File: src/rtl/sdhci_rsp_pkg.sv
// Shared types and constants for the SD command-response receive path.
package sdhci_rsp_pkg;

  typedef enum logic [1:0] {
    RX_IDLE       = 2'd0,
    RX_WAIT_START = 2'd1,
    RX_RECEIVE    = 2'd2,
    RX_DONE       = 2'd3
  } rsp_rx_state_e;

  localparam int unsigned RspLenShort    = 48;
  localparam int unsigned RspLenLong     = 136;
  localparam int unsigned RspLongHdrBits = 8;
  localparam logic [6:0]  Crc7Poly       = 7'h09;

  // One serial CRC7 step, MSb-first data, polynomial x^7 + x^3 + 1.
  function automatic logic [6:0] crc7_step(input logic [6:0] crc, input logic data);
    return {crc[5:0], 1'b0} ^ ((data ^ crc[6]) ? Crc7Poly : 7'h00);
  endfunction

endpackage

File: src/rtl/crc7_ser.sv
// Serial CRC7 accumulator: one data bit per enable, synchronous clear.
module crc7_ser
  import sdhci_rsp_pkg::*;
(
  input  logic       clk,
  input  logic       rst_n,
  input  logic       clear,
  input  logic       enable,
  input  logic       data,
  output logic [6:0] crc
);

  // CRC register; clear wins over a simultaneous enable.
  always_ff @(posedge clk or negedge rst_n) begin
    if (!rst_n) begin
      crc <= '0;
    end else if (clear) begin
      crc <= '0;
    end else if (enable) begin
      crc <= crc7_step(crc, data);
    end
  end

endmodule

File: src/rtl/sd_rsp_rx_ctrl.sv
// SD command-response receiver sequencer: start-bit hunt, shift enables,
// on-the-fly CRC7, end-bit and NCR timeout checking.
module sd_rsp_rx_ctrl
  import sdhci_rsp_pkg::*;
#(
  parameter int unsigned TimeoutCycles = 64
) (
  input  logic clk_i,
  input  logic rst_ni,
  input  logic sd_strobe_i,
  input  logic cmd_i,
  input  logic start_i,
  input  logic long_rsp_i,
  input  logic crc_chk_i,
  input  logic abort_i,
  output logic shift_en_o,
  output logic par_en_o,
  output logic busy_o,
  output logic done_o,
  output logic crc_err_o,
  output logic end_err_o,
  output logic timeout_o
);

  localparam int unsigned BitCntW = $clog2(RspLenLong + 1);
  localparam int unsigned ToCntW  = $clog2(TimeoutCycles + 1);

  localparam logic [BitCntW-1:0] BitMax    = BitCntW'(RspLenLong);
  localparam logic [BitCntW-1:0] LastShort = BitCntW'(RspLenShort - 1);
  localparam logic [BitCntW-1:0] LastLong  = BitCntW'(RspLenLong - 1);
  localparam logic [BitCntW-1:0] HdrBits   = BitCntW'(RspLongHdrBits);
  // CRC field (7) plus end bit (1) trail the protected region.
  localparam logic [BitCntW-1:0] TailBits  = BitCntW'(8);
  localparam logic [ToCntW-1:0]  ToLast    = ToCntW'(TimeoutCycles - 1);
  localparam logic [ToCntW-1:0]  ToMax     = ToCntW'(TimeoutCycles);

  rsp_rx_state_e state, state_next;

  logic               long_q;
  logic               chk_q;
  logic [BitCntW-1:0] bit_cnt;
  logic [ToCntW-1:0]  to_cnt;
  logic [6:0]         crc;

  logic               accept;
  logic               hunt_idle;
  logic               crc_en;
  logic [BitCntW-1:0] last_idx;
  logic [BitCntW-1:0] crc_lo;
  logic [BitCntW-1:0] crc_hi;
  logic               in_crc;
  logic               in_cmp;
  logic               is_last;
  logic [2:0]         cmp_idx;

  function automatic logic [ToCntW-1:0] sat_inc_to(input logic [ToCntW-1:0] v);
    return (v == ToMax) ? v : v + 1'b1;
  endfunction

  // bit_cnt holds the index (from the MSb) of the bit sampled on this strobe.
  assign accept    = (state == RX_IDLE) && start_i && !abort_i;
  assign hunt_idle = (state == RX_WAIT_START) && sd_strobe_i && cmd_i;
  assign last_idx  = long_q ? LastLong : LastShort;
  assign crc_lo    = long_q ? HdrBits : '0;
  assign crc_hi    = last_idx - TailBits;
  assign in_crc    = (bit_cnt >= crc_lo) && (bit_cnt <= crc_hi);
  assign in_cmp    = (bit_cnt > crc_hi) && (bit_cnt < last_idx);
  assign is_last   = (bit_cnt == last_idx);
  // CRC bit 6 is transmitted first, so the compare index counts down to 0.
  assign cmp_idx   = 3'(last_idx - BitCntW'(1) - bit_cnt);
  assign crc_en    = shift_en_o && in_crc;

  crc7_ser u_crc7 (
    .clk    (clk_i),
    .rst_n  (rst_ni),
    .clear  (accept),
    .enable (crc_en),
    .data   (cmd_i),
    .crc    (crc)
  );

  // State register.
  always_ff @(posedge clk_i or negedge rst_ni) begin
    if (!rst_ni) begin
      state <= RX_IDLE;
    end else begin
      state <= state_next;
    end
  end

  // Next-state and per-state outputs; abort overrides every transition.
  always_comb begin
    state_next = state;
    shift_en_o = 1'b0;
    busy_o     = 1'b0;
    done_o     = 1'b0;
    unique case (state)
      RX_IDLE: begin
        if (start_i) state_next = RX_WAIT_START;
      end
      RX_WAIT_START: begin
        busy_o = 1'b1;
        if (sd_strobe_i) begin
          if (!cmd_i) begin
            shift_en_o = 1'b1;
            state_next = RX_RECEIVE;
          end else if (to_cnt == ToLast) begin
            state_next = RX_DONE;
          end
        end
      end
      RX_RECEIVE: begin
        busy_o = 1'b1;
        if (sd_strobe_i) begin
          shift_en_o = 1'b1;
          if (is_last) state_next = RX_DONE;
        end
      end
      RX_DONE: begin
        done_o     = 1'b1;
        state_next = RX_IDLE;
      end
      default: state_next = RX_IDLE;
    endcase
    if (abort_i) state_next = RX_IDLE;
  end

  // Counters, latched options and sticky status; abort freezes the flags.
  always_ff @(posedge clk_i or negedge rst_ni) begin
    if (!rst_ni) begin
      long_q    <= 1'b0;
      chk_q     <= 1'b0;
      bit_cnt   <= '0;
      to_cnt    <= '0;
      crc_err_o <= 1'b0;
      end_err_o <= 1'b0;
      timeout_o <= 1'b0;
      par_en_o  <= 1'b0;
    end else if (accept) begin
      long_q    <= long_rsp_i;
      chk_q     <= crc_chk_i;
      bit_cnt   <= '0;
      to_cnt    <= '0;
      crc_err_o <= 1'b0;
      end_err_o <= 1'b0;
      timeout_o <= 1'b0;
      par_en_o  <= 1'b0;
    end else begin
      if (shift_en_o && (bit_cnt != BitMax)) bit_cnt <= bit_cnt + 1'b1;
      if (hunt_idle) to_cnt <= sat_inc_to(to_cnt);
      if (abort_i) begin
        par_en_o <= 1'b0;
      end else begin
        if (hunt_idle && (to_cnt == ToLast)) timeout_o <= 1'b1;
        if (shift_en_o && in_cmp && chk_q && (cmd_i != crc[cmp_idx])) crc_err_o <= 1'b1;
        if (shift_en_o && is_last && !cmd_i) end_err_o <= 1'b1;
        if ((state == RX_RECEIVE) && sd_strobe_i && is_last) par_en_o <= 1'b1;
      end
    end
  end

endmodule
File: config.mk
export PLATFORM = sky130hd
export DESIGN_NAME = sd_rsp_rx_ctrl
export DESIGN_NICKNAME = d
export VERILOG_FILES = /design/src/rtl/sdhci_rsp_pkg.sv /design/src/rtl/crc7_ser.sv /design/src/rtl/sd_rsp_rx_ctrl.sv
export SDC_FILE = /design/constraint.sdc
export NUM_CORES = 1
export LEC_CHECK = 0
export CORE_AREA = 8 8 65 67
export DETAILED_ROUTE_END_ITERATION = 6
export DIE_AREA = 0 0 73 75
export PLACE_DENSITY = 0.79
export REMOVE_ABC_BUFFERS = 1
export SLEW_MARGIN = 15
export SYNTH_ARGS = -nofsm -noshare
export SYNTH_HDL_FRONTEND = slang
export SYNTH_SLANG_ARGS = --single-unit
File: constraint.sdc
create_clock -name clk_i -period 6.2 [get_ports clk_i]
set_clock_uncertainty 0.2 [all_clocks]
set_input_delay 1.24 -clock clk_i [delete_from_list [all_inputs] [get_ports clk_i]]
set_output_delay 1.24 -clock clk_i [all_outputs]
set_load 0.1 [all_outputs]
# == After elaboration in Yosys (flattened, before gate mapping) ==
# Index checks and enable logic that the tools add are counted.
# classes
add_sub_neg,5
magnitude_cmp,5
eq_ne,15
mux,38
bitwise,2
reduce_logical,32
# op_table
cell,n
two-way mux 7 bit,5
two-way mux 8 bit,3
two-way mux 1 bit,18
logical AND 1 bit,16
two-way mux 2 bit,7
!= test 3 bit (second input constant),4
nonzero test 2 bit,6
adder 8 x 1 -> 8 bit (second input constant),1
equality test 8 bit,1
greater-or-equal comparator 8 x 4 -> 1 bit,1
greater-than comparator 8 bit,1
<= comparator 8 bit,1
less-than comparator 8 bit,1
two-way mux 4 bit,2
!= test 8 bit (second input constant),1
one-hot mux 2 bit (4 select lines),1
AND reduction 2 bit,4
subtractor 8 x 4 -> 8 bit (second input constant),1
adder 7 x 1 -> 7 bit (second input constant),1
equality test 7 x 6 -> 1 bit (second input constant),1
equality test 7 bit (second input constant),1
bitwise XOR 7 bit,1
AND reduction 5 bit,1
equality test 2 bit (second input constant),2
15 further kinds,16
# word_totals
reg_bits,30
input_bits,8
word_cells,107

# == Depth between registers and ports, before layout ==
# Gate-level depths: netlist of run 1.
# depth
depth_word,10
depth_mapped,8
ltp_nobuf,7

# == Hierarchy ==
# A second synthesis of run 1 with hierarchy kept.
# unflattened
hier_cells,198
area_unflattened_um2,1890.6
# by_module_without_submodules
mod,n_inst,cells_per_inst,area_each_um2,seq_area_each_um2
sd_rsp_rx_ctrl,1,170,1582.8,575.6
crc7_ser,1,28,307.8,175.2

# == Worst setup path after synthesis of run 1 ==
# No wires, ideal clock.
# synth_path
path_kind,in2out
start,input cmd_i
end,output shift_en_o
arrival_time_ns,2.377
required_time_ns,4.760
slack_ns,2.383
cell_stages,4
n_path_buf,1
path_cell_list,clkbuf_1 nor2b_1 o21ai_1 inv_1
# synth_via
elab_chain_cells,3
# synth_lines
item,line_no,source
start: declaration,sd_rsp_rx_ctrl.sv:11,"input logic cmd_i,"
two-way mux 1 bit,sd_rsp_rx_ctrl.sv:104,if (!cmd_i) begin
two-way mux 1 bit,sd_rsp_rx_ctrl.sv:103,if (sd_strobe_i) begin
one-hot mux 1 bit (2 select lines),sd_rsp_rx_ctrl.sv:97,unique case (state)
end: declaration,sd_rsp_rx_ctrl.sv:16,"output logic shift_en_o,"
# Every way passes these cells.

# == Worst setup path after layout of run 1 ==
# Ends and elaborated chain as after synthesis.

==> results of run 1 <==
-- final cells by class --
| cell class | count | area, um^2 | share of cell area |
|---|---|---|---|
| multi-input cells | 154 | 1060 | 0.497 |
| flip-flops and latches | 30 | 751 | 0.351 |
| repair buffers | 16 | 155 | 0.0725 |
| well taps | 46 | 57.6 | 0.0269 |
| clock buffers | 6 | 51.3 | 0.0240 |
| inverters | 13 | 48.8 | 0.0228 |
| clock inverters | 2 | 12.5 | 0.00585 |
-- registers in the layout, summed over array words and instances, names as in the netlist --
register and count:
to_cnt 7, chk_q 1, timeout_o 1, par_en_o 1, end_err_o 1, crc_err_o 1, state 2, long_q 1
bit_cnt 8, u_crc7.crc 7
-- per-stage QoR --
| stage | setup WS [ns] | instances | cell area, um^2 |
|---|---|---|---|
| CTS | 1.28 | 267 | 2140 |
| global placement | 1.36 | 259 | 2080 |
| detailed placement | 1.29 | 259 | 2080 |
| floorplan | 2.38 | 197 | 1860 |
| finish | 1.26 | 267 | 2140 |
| global route | 1.12 | 267 | 2140 |
-- power by group through the flow --
stage          Clock [mW]  Sequential [mW]  Combinational, mW
6_report            0.125            0.246              0.281
5_1_grt             0.138            0.251              0.306
4_1_cts             0.128            0.246              0.283
3_5_place_dp            0            0.250              0.282
3_3_place_gp            0            0.247              0.267
2_1_floorplan           0            0.244              0.219
-- worst paths after layout --
path / to / slack [ns] / startpoint
hold / removal: chk_q$_DFFE_PN0P_ / 0.32 / chk_q$_DFFE_PN0P_
hold reg to reg: chk_q$_DFFE_PN0P_ / 0.32 / chk_q$_DFFE_PN0P_
setup / recovery: shift_en_o / 1.26 / cmd_i
max in group asynchronous: state[1]$_DFFE_PN0P_ / 4.43 / rst_ni
min in group asynchronous: bit_cnt[2]$_DFFE_PN0P_ / 1.09 / rst_ni
setup reg to reg: state[0]$_DFFE_PN0P_ / 3.69 / long_q$_DFFE_PN0P_
-- kinds of logic after synthesis --
family          synth area share
simple gates               0.203
buf+inv                   0.0359
fa+ha+maj                  0.113
compound gates             0.148
flops                      0.399
mux                       0.0445
xor+xnor                  0.0559
-- metal layers --
layer	GRT usage	routed length, um	up-vias
li1	-	-	751
met4	0.0533	52	0
met3	0.0453	243	7
met2	0.288	2010	38
met5	0	0	-
met1	0.185	1740	745
-- cell usage in the layout (no fill, tap or decap), drive strengths merged, types with 5 or more instances in the layout --
cell and count:
inv 13, nor2 25, dfrtp 30, ha 17
a31oi 6, o21ai 15, clkbuf 6, clkdlybuf4s50 14
nand3 11, or3 6, nand2 12, xnor2 7
xor2 5, a21oi 12, mux2i 5
==> impl_results.md, run 1 <==
- Path depth of the worst reg2reg path: 6
- Post-synth top area cell: dfrtp_1
- Comb pwr share: 0.431
- DRC viols: 0
- Top post-synthesis cells by area: dfrtp_1, ha_1, nor2_1, o21ai_0, xnor2_1
- Core Region: roughly 3200 um^2
- Clk pwr share: 0.192
- Internal Pwr Total: 0.374 mW
- Layout Nets: 245
- Synthesis-stage register bit count: 30
- CP max stage cell: clkdlybuf4s50_1
- Status: completed
- Worst Setup End Kind: output port
- Post-synthesis cell count: 202
- Most common cell in the synthesized netlist: dfrtp_1
- CTS Buffer Depth: 2
- Final Max Tran Viols: 0
- Final Setup Violations: 0
- Hold slack: 0.320 ns
- Routed WL: about 4000 um
- Pwr dens: 305 nW/um^2
- Final hold vios: 0
- Detailed placement HPWL: about 3000 um
- Clock buffer count from CTS: 5
- Critical path startpoint category: input port
- Crit path required time: between 4 and 5 ns
- Leak pwr: 0.925 nW
- Sw Share: 0.428
- Ys Warns: 0
- RSZ-0062 raised after global routing: no
- Setup TNS: 0 ns
- I/O Pins: 15
- Die width: 73 um
- IO Port Bufs: 14
- Hold Crit Class: reg2reg
- Post-route ant nets: 0
- Total congestion overflow: 0
- Diode count: 0
- Synth-to-Final Area Change: 13.7%
- Die Footprint: roughly 5500 um^2
- Fin crit share: 0.796
- CTS tree: built
- Layout cell share with drive strength beyond 1: 0.0905
- Cts hold-fix bufs: 0
- Seq/Total Area, Yosys: 0.399
- Hold Path Depth: 1
- Number of synthesized flops with an enable pin: 0
- Slew @ Worst Pin: 0.974 ns
- Via/cell ratio: 5.77
- Stages on the worst setup path: 5
- Fillers: roughly 270
- Initial Util: 0.582
- Root buf cell: clkbuf_4
- Synth Flop Type: dfrtp_1
- Worst rel slew slack: 0.348
- Critical-path maximum fanout: 8
- Gpl congestion: 0.898
- Maximum vdd drop: 0.168 mV
- Pre-antenna DRT Iters: 6
- Distinct cells, synth: 42
- Area share of the largest cell type after synthesis: 0.399
- Die height: 75 um
- Antenna violations before repair: 0
- Vias in the first global route: 1,547
- DRT iter0 DRCs: approximately 100
- Rows: 21
- Count of cells resized by post-cts repair: 0
- Total chip power: 0.653 mW
- CP most frequent cell: clkdlybuf4s50_1
- Clock Latency Late Sink: 0.34 ns
- GRT Util Overall: 0.163
- Via count: 1,541
- Buffers & Inverters on Critical Path: 3
- Post-CTS Setup Inserts: 0
- Post-synth design cell area: 1880 um^2
- Sequence of cells on the critical path: clkdlybuf4s50_1, nor2b_1, o21ai_1, inv_1, clkdlybuf4s50_1
- Period minus WS final: 4.94 ns
- Mapped Avg Cell Area: 9.32 um^2
- H-tree depth: 2
- Clock Sinks: 30
- Finished Core Util: 0.662
- Data arrival, critical path: 3.50 ns
- NetSw: 0.279 mW
- CP peak stage delay: slightly below 1 ns
- Crit path max-delay family: buffers and inverters
- Wire length per cell: approximately 15 um
- Crit path kind: in2out
- Fraction of registers with async set/reset: 1.00
- Seq pwr share: 0.377
- Largest net degree at the start of global routing: 31
- First-pass GRT wire length: between 6000 and 7000 um
- Most frequent cells after synthesis: dfrtp_1, nor2_1, ha_1
- Max_cap viols: 0
- Fmax: between 0.2 and 0.25 GHz
- Worst-path clk slew: 0.09 ns
(Power assumes the default switching activity.)
==> run 2: changes to the inputs <==
--- a/config.mk
+++ b/config.mk
@@ -5,10 +5,10 @@
 export SDC_FILE = /design/constraint.sdc
 export NUM_CORES = 1
 export LEC_CHECK = 0
-export CORE_AREA = 8 8 65 67
+export CORE_AREA = 8 8 66 68
 export DETAILED_ROUTE_END_ITERATION = 6
-export DIE_AREA = 0 0 73 75
-export PLACE_DENSITY = 0.79
+export DIE_AREA = 0 0 74 76
+export PLACE_DENSITY = 0.76
 export REMOVE_ABC_BUFFERS = 1
 export SLEW_MARGIN = 15
 export SYNTH_ARGS = -nofsm -noshare
==> constraint.sdc (replaced) <==
create_clock -name clk_i -period 4.9 [get_ports clk_i]
set_clock_uncertainty 0.2 [all_clocks]
set_input_delay 0.98 -clock clk_i [delete_from_list [all_inputs] [get_ports clk_i]]
set_output_delay 0.98 -clock clk_i [all_outputs]
set_load 0.1 [all_outputs]
==> impl_results.md, run 2 (synthesized netlist as in run 1, its figures left out) <==
- Via/cell ratio: 5.54 (-4.1%)
- Top reg by flops: bit_cnt
- Crit path required time: 3.72 ns (-1.04 ns)
- DRT iter0 DRCs: 91 (-13%)
- Buffers & Inverters on Critical Path: 3 (unchanged)
- Clock Latency Late Sink: 0.33 ns (about the same)
- Vias in the first global route: 1,421 (-8.1%)
- DRC viols: 0 (unchanged)
- Final Setup Violations: 0 (unchanged)
- Gpl congestion: 0.860 (-4.3%)
- CTS Buffer Depth: 2 (unchanged)
- Setup TNS: 0 ns (unchanged)
- Post-placement cell count: 261 (+0.77%)
- Via count: 1,489 (-3.4%)
- Leak pwr: 0.928 nW (+0.32%)
- Root buf cell: clkbuf_4
- Area of the multi-input gates: 1070 um^2 (+0.24%)
- Seq pwr share: 0.380 (+0.003)
- Clock buffer count from CTS: 5 (unchanged)
- First-pass GRT wire length: 6510 um (-6.9%)
- Internal Pwr Total: 0.473 mW (+27%)
- Total congestion overflow: 0 (unchanged)
- Status: completed
- Die height: 76 um (+1.3%)
- Post-route ant nets: 0 (unchanged)
- Slew @ Worst Pin: 0.972 ns (-0.00286 ns)
- Max_cap viols: 0 (unchanged)
- Count of cells resized by post-cts repair: 0 (unchanged)
- Wire length per cell: 14.3 um (-5.6%)
- Routed WL: 3850 um (-4.9%)
- Reg area: 751 um^2 (unchanged)
- Critical-path maximum fanout: 8 (unchanged)
- CP peak stage delay: 0.63 ns (-0.35 ns)
- Fillers: 287 (+7.9%)
- I/O Pins: 15 (unchanged)
- H-tree depth: 2 (unchanged)
- Layout Nets: 245 (unchanged)
- Maximum vdd drop: 0.148 mV (-12%)
- CTS tree: built
- RSZ-0062 raised after global routing: no
- Crit path kind: in2out
- Detailed placement HPWL: 2840 um (-5.5%)
- Max FFs per register: 8 (unchanged)
- Clk pwr share: 0.192 (about the same)
- IO Port Bufs: 14 (unchanged)
- Fmax: 0.272 GHz
- Initial Util: 0.547 (-0.0354)
- Worst rel slew slack: 0.350 (+0.00191)
- Hold slack: 0.314 ns (-0.00640 ns)
- Sequence of cells on the critical path: clkdlybuf4s50_1, nor2b_1, o21ai_1, inv_1, buf_4
- Largest net degree at the start of global routing: 31 (unchanged)
- Core Region: 3440 um^2 (+6.5%)
- Cts hold-fix bufs: 0 (unchanged)
- Synth-to-Final Area Change: 13.6% (about the same)
- Largest regs: bit_cnt: 8 flops, to_cnt: 7 flops, u_crc7.crc: 7 flops
- Clock Sinks: 30 (unchanged)
- Final hold vios: 0 (unchanged)
- Die Footprint: 5620 um^2 (+2.7%)
- Pwr dens: 383 nW/um^2 (+26%)
- GRT Util Overall: 0.148 (-0.0152)
- Pre-antenna DRT Iters: 4 (-2)
- Worst-path clk slew: 0.09 ns (about the same)
- Total chip power: 0.820 mW (+26%)
- CP max stage cell: clkdlybuf4s50_1
- Rows: 22 (+4.8%)
- Post-CTS Setup Inserts: 0 (unchanged)
- Final Max Tran Viols: 0 (unchanged)
- Commonest non-fill, non-tap cell in the layout: dfrtp_1
- Comb pwr share: 0.429 (-0.002)
- NetSw: 0.347 mW (+24%)
- Non-Filler Instances: 269 (+0.75%)
- Data arrival, critical path: 2.50 ns (-1.00 ns)
- Fin crit share: 0.751
- Period minus WS final: 3.68 ns
- Sw Share: 0.423 (-0.00478)
- Crit path max-delay family: buffers and inverters
- Layout cell share with drive strength beyond 1: 0.0950 (+0.00452)
- Die width: 74 um (+1.4%)
- Finished Core Util: 0.621 (-0.0406)
- Diode count: 0 (unchanged)
- Commonest non-fill, non-tap cells in the layout: dfrtp_1, nor2_1, ha_1
- Critical path startpoint category: input port
- Worst Setup End Kind: output port
- Antenna violations before repair: 0 (unchanged)
- Hold Crit Class: reg2reg
## run 2: stage by stage
step	setup WS, ns	area [um^2]
CTS	1.21	2140
global route	1.07	2140
detailed placement	1.21	2080
floorplan	1.34	1860
global placement	1.27	2080
finish	1.22	2140
## run 2: final timing paths
check,from,to,cells past startpoint,slack [ns]
max,cmd_i,shift_en_o,5,1.22
min,crc_err_o$_DFFE_PN0P_,crc_err_o$_DFFE_PN0P_,2,0.31
max reg2reg,long_q$_DFFE_PN0P_,state[0]$_DFFE_PN0P_,6,2.38
min reg2reg,crc_err_o$_DFFE_PN0P_,crc_err_o$_DFFE_PN0P_,2,0.31
max in group asynchronous,rst_ni,to_cnt[5]$_DFFE_PN0P_,2,3.39
min in group asynchronous,rst_ni,to_cnt[2]$_DFFE_PN0P_,2,0.82
## run 2: metal layers
metal  vias up  GRT usage  part of all wire
met1       697      0.178              0.46
li1        749          -                 -
met5         -          0                 0
met2        35      0.221              0.46
met4         0     0.0740             0.021
met3         8     0.0553             0.056
## run 2: area by class of cell
class	instances	share of cell area
tap	48	0.0281
timing repair buffer	16	0.0714
sequential	30	0.351
clock buffer	7	0.0257
multi-input combinational	154	0.499
clock inverter	1	0.00234
inverter	13	0.0228
## run 2: power groups by stage
stage | clock [mW] | combinational, mW | sequential (mW)
after floorplan | 0 | 0.277 | 0.308
after global placement | 0 | 0.345 | 0.316
after detailed placement | 0 | 0.350 | 0.317
after CTS | 0.161 | 0.353 | 0.312
after global routing | 0.173 | 0.387 | 0.317
final | 0.157 | 0.351 | 0.311
## run 2: worst reg2reg max path: stages (launching register included)
cell and delay [ns]:
dfrtp_1 0.43, inv_1 0.13, ha_1 0.37, or4_4 0.58
a211oi_4 0.31, o21ai_1 0.13, a221oi_2 0.28
==> run 3: changes to the inputs <==
--- a/config.mk
+++ b/config.mk
@@ -5,10 +5,10 @@
 export SDC_FILE = /design/constraint.sdc
 export NUM_CORES = 1
 export LEC_CHECK = 0
-export CORE_AREA = 8 8 66 68
+export CORE_AREA = 8 8 70 72
 export DETAILED_ROUTE_END_ITERATION = 6
-export DIE_AREA = 0 0 74 76
-export PLACE_DENSITY = 0.76
+export DIE_AREA = 0 0 78 80
+export PLACE_DENSITY = 0.71
 export REMOVE_ABC_BUFFERS = 1
 export SLEW_MARGIN = 15
 export SYNTH_ARGS = -nofsm -noshare
==> constraint.sdc (replaced) <==
create_clock -name clk_i -period 3 [get_ports clk_i]
set_clock_uncertainty 0.2 [all_clocks]
set_input_delay 0.6 -clock clk_i [delete_from_list [all_inputs] [get_ports clk_i]]
set_output_delay 0.6 -clock clk_i [all_outputs]
set_load 0.1 [all_outputs]
==> impl_results.md, run 3 (synthesized netlist as in run 1, its figures left out) <==
- Period minus WS final: 2.77 ns
- Die Footprint: 6240 um^2 (+11%)
- Post-CTS Setup Inserts: 0 (unchanged)
- Hold Crit Start: chk_q$_DFFE_PN0P_
- Crit path max-delay family: buffers and inverters
- Hold Crit Class: reg2reg
- Synth-to-Final Area Change: 16.7%
- Maximum vdd drop: 0.243 mV (+64%)
- Worst Setup End Kind: output port
- Fin crit share: 0.925
- Layout cell share with drive strength beyond 1: 0.138 (+0.0434)
- I/O Pins: 15 (unchanged)
- Buffers & Inverters on Critical Path: 3 (unchanged)
- Fillers: 359 (+25%)
- Path depth of the worst reg2reg path: 6 (unchanged)
- Post-placement cell count: 266 (+1.9%)
- Total congestion overflow: 0 (unchanged)
- Cts hold-fix bufs: 0 (unchanged)
- Commonest non-fill, non-tap cell in the layout: dfrtp_1
- Hold endpoint: chk_q$_DFFE_PN0P_
- R2R Path End: state[0]$_DFFE_PN0P_
- DRT iter0 DRCs: 54 (-41%)
- Post-route ant nets: 0 (unchanged)
- Sequence of cells on the critical path: inv_1, ha_1, nor2b_1, o21ai_1, inv_1, buf_12
- DRC viols: 0 (unchanged)
- IO Port Bufs: 14 (unchanged)
- Clock Latency Late Sink: 0.29 ns (-0.04 ns)
- Worst rel slew slack: 0.631 (+0.280)
- First-pass GRT wire length: 7380 um (+13%)
- Final Max Tran Viols: 0 (unchanged)
- Gpl congestion: 0.865 (+0.63%)
- Initial Util: 0.488 (-0.0589)
- Vias in the first global route: 1,557 (+9.6%)
- Rows: 23 (+4.5%)
- Hold slack: 0.316 ns (+0.00222 ns)
- Finished Core Util: 0.569 (-0.0520)
- Reg2reg start: long_q$_DFFE_PN0P_
- H-tree depth: 2 (unchanged)
- CTS Buffer Depth: 2 (unchanged)
- Die width: 78 um (+5.4%)
- Antenna violations before repair: 0 (unchanged)
- CP peak stage delay: 0.42 ns (-0.21 ns)
- Critical path startpoint category: register
- CP max stage cell: dfrtp_1
- Via count: 1,533 (+3.0%)
- Layout Nets: 248 (+1.2%)
- Via/cell ratio: 5.59 (+1.1%)
- Total chip power: 1.44 mW (+75%)
- Commonest non-fill, non-tap cells in the layout: dfrtp_1, nor2_1, ha_1
- Diode count: 0 (unchanged)
- Status: completed
- Max FFs per register: 8 (unchanged)
- Pwr dens: 654 nW/um^2 (+71%)
- Root buf cell: clkbuf_8
- Hold Path Depth: 1 (-1)
- Critical-path maximum fanout: 8 (unchanged)
- Largest regs: bit_cnt: 8 flops, to_cnt: 7 flops, u_crc7.crc: 7 flops
- Final hold vios: 0 (unchanged)
- Worst-path clk slew: 0.07 ns (-0.02 ns)
- Wire length per cell: 14.5 um (+1.1%)
- Count of cells resized by post-cts repair: 0 (unchanged)
- CTS tree: built
- Routed WL: 3970 um (+3.0%)
- R2R Setup Slk: 0.51 ns (-1.87 ns)
- Core Region: 3860 um^2 (+12%)
- Fmax: 0.360 GHz
- Non-Filler Instances: 274 (+1.9%)
- Slew @ Worst Pin: 0.553 ns (-0.419 ns)
- Top reg by flops: bit_cnt
- Max_cap viols: 0 (unchanged)
- GRT Util Overall: 0.146 (-0.00131)
- RSZ-0062 raised after global routing: no
- CP most frequent cell: inv_1
- Detailed placement HPWL: 2970 um (+4.5%)
- Crit path required time: 2.20 ns (-1.52 ns)
- Final Setup Violations: 0 (unchanged)
- Pre-antenna DRT Iters: 4 (unchanged)
- Die height: 80 um (+5.3%)
- Clock Sinks: 30 (unchanged)
- Crit path kind: reg2out
- Leak pwr: 0.970 nW (+4.5%)
- Largest net degree at the start of global routing: 31 (unchanged)
- Clock buffer count from CTS: 5 (unchanged)
- Data arrival, critical path: 1.97 ns (-0.53 ns)
==> run 3: cell count changes in the layout (fill, tap and decap cells not counted), sizes merged <==
cell / before / now
clkinvlp: 0 / 1
buf: 3 / 12
clkbuf: 7 / 6
clkdlybuf4s50: 13 / 7
==> run 3: worst max-delay path by stage <==
stage	start	to	slack, ns	cells after the start
finish	state[1]$_DFFE_PN0P_	shift_en_o	0.23	6
global route	state[1]$_DFFE_PN0P_	shift_en_o	0.03	6
CTS	state[1]$_DFFE_PN0P_	shift_en_o	0.20	6
detailed placement	cmd_i	shift_en_o	0.28	5
global placement	sd_strobe_i	shift_en_o	0.30	5
floorplan	state[1]$_DFFE_PN0P_	shift_en_o	-0.18	5
==> run 3: routing by layer <==
metal	up-vias	track usage	wire, um
met5	-	0	0
met4	0	0.0593	78
li1	761	-	-
met1	737	0.173	1830
met2	27	0.241	1860
met3	8	0.0473	199
==> run 3: area by class of cell <==
cell class,instances,area [um^2],area share
well taps,50,62.6,0.0285
inverters,13,48.8,0.0222
clock inverters,2,12.5,0.00570
repair buffers,19,173,0.0786
clock buffers,6,82.6,0.0376
flip-flops and latches,30,751,0.342
multi-input cells,154,1070,0.485
==> run 3: per-stage QoR <==
step / setup WS, ns / TNS, ns / instance area, um^2
6_report: 0.225 / 0 / 2200
5_1_grt: 0.0345 / 0 / 2200
4_1_cts: 0.203 / 0 / 2200
3_5_place_dp: 0.284 / 0 / 2100
3_3_place_gp: 0.304 / 0 / 2100
2_1_floorplan: -0.176 / -0.176 / 1860
==> run 3: power breakdown <==
part	internal, mW	total, mW	leakage [nW]	switching, mW
logic	0.209	0.581	0.511	0.372
clock network	0.184	0.346	0.0472	0.162
registers	0.457	0.510	0.412	0.0528
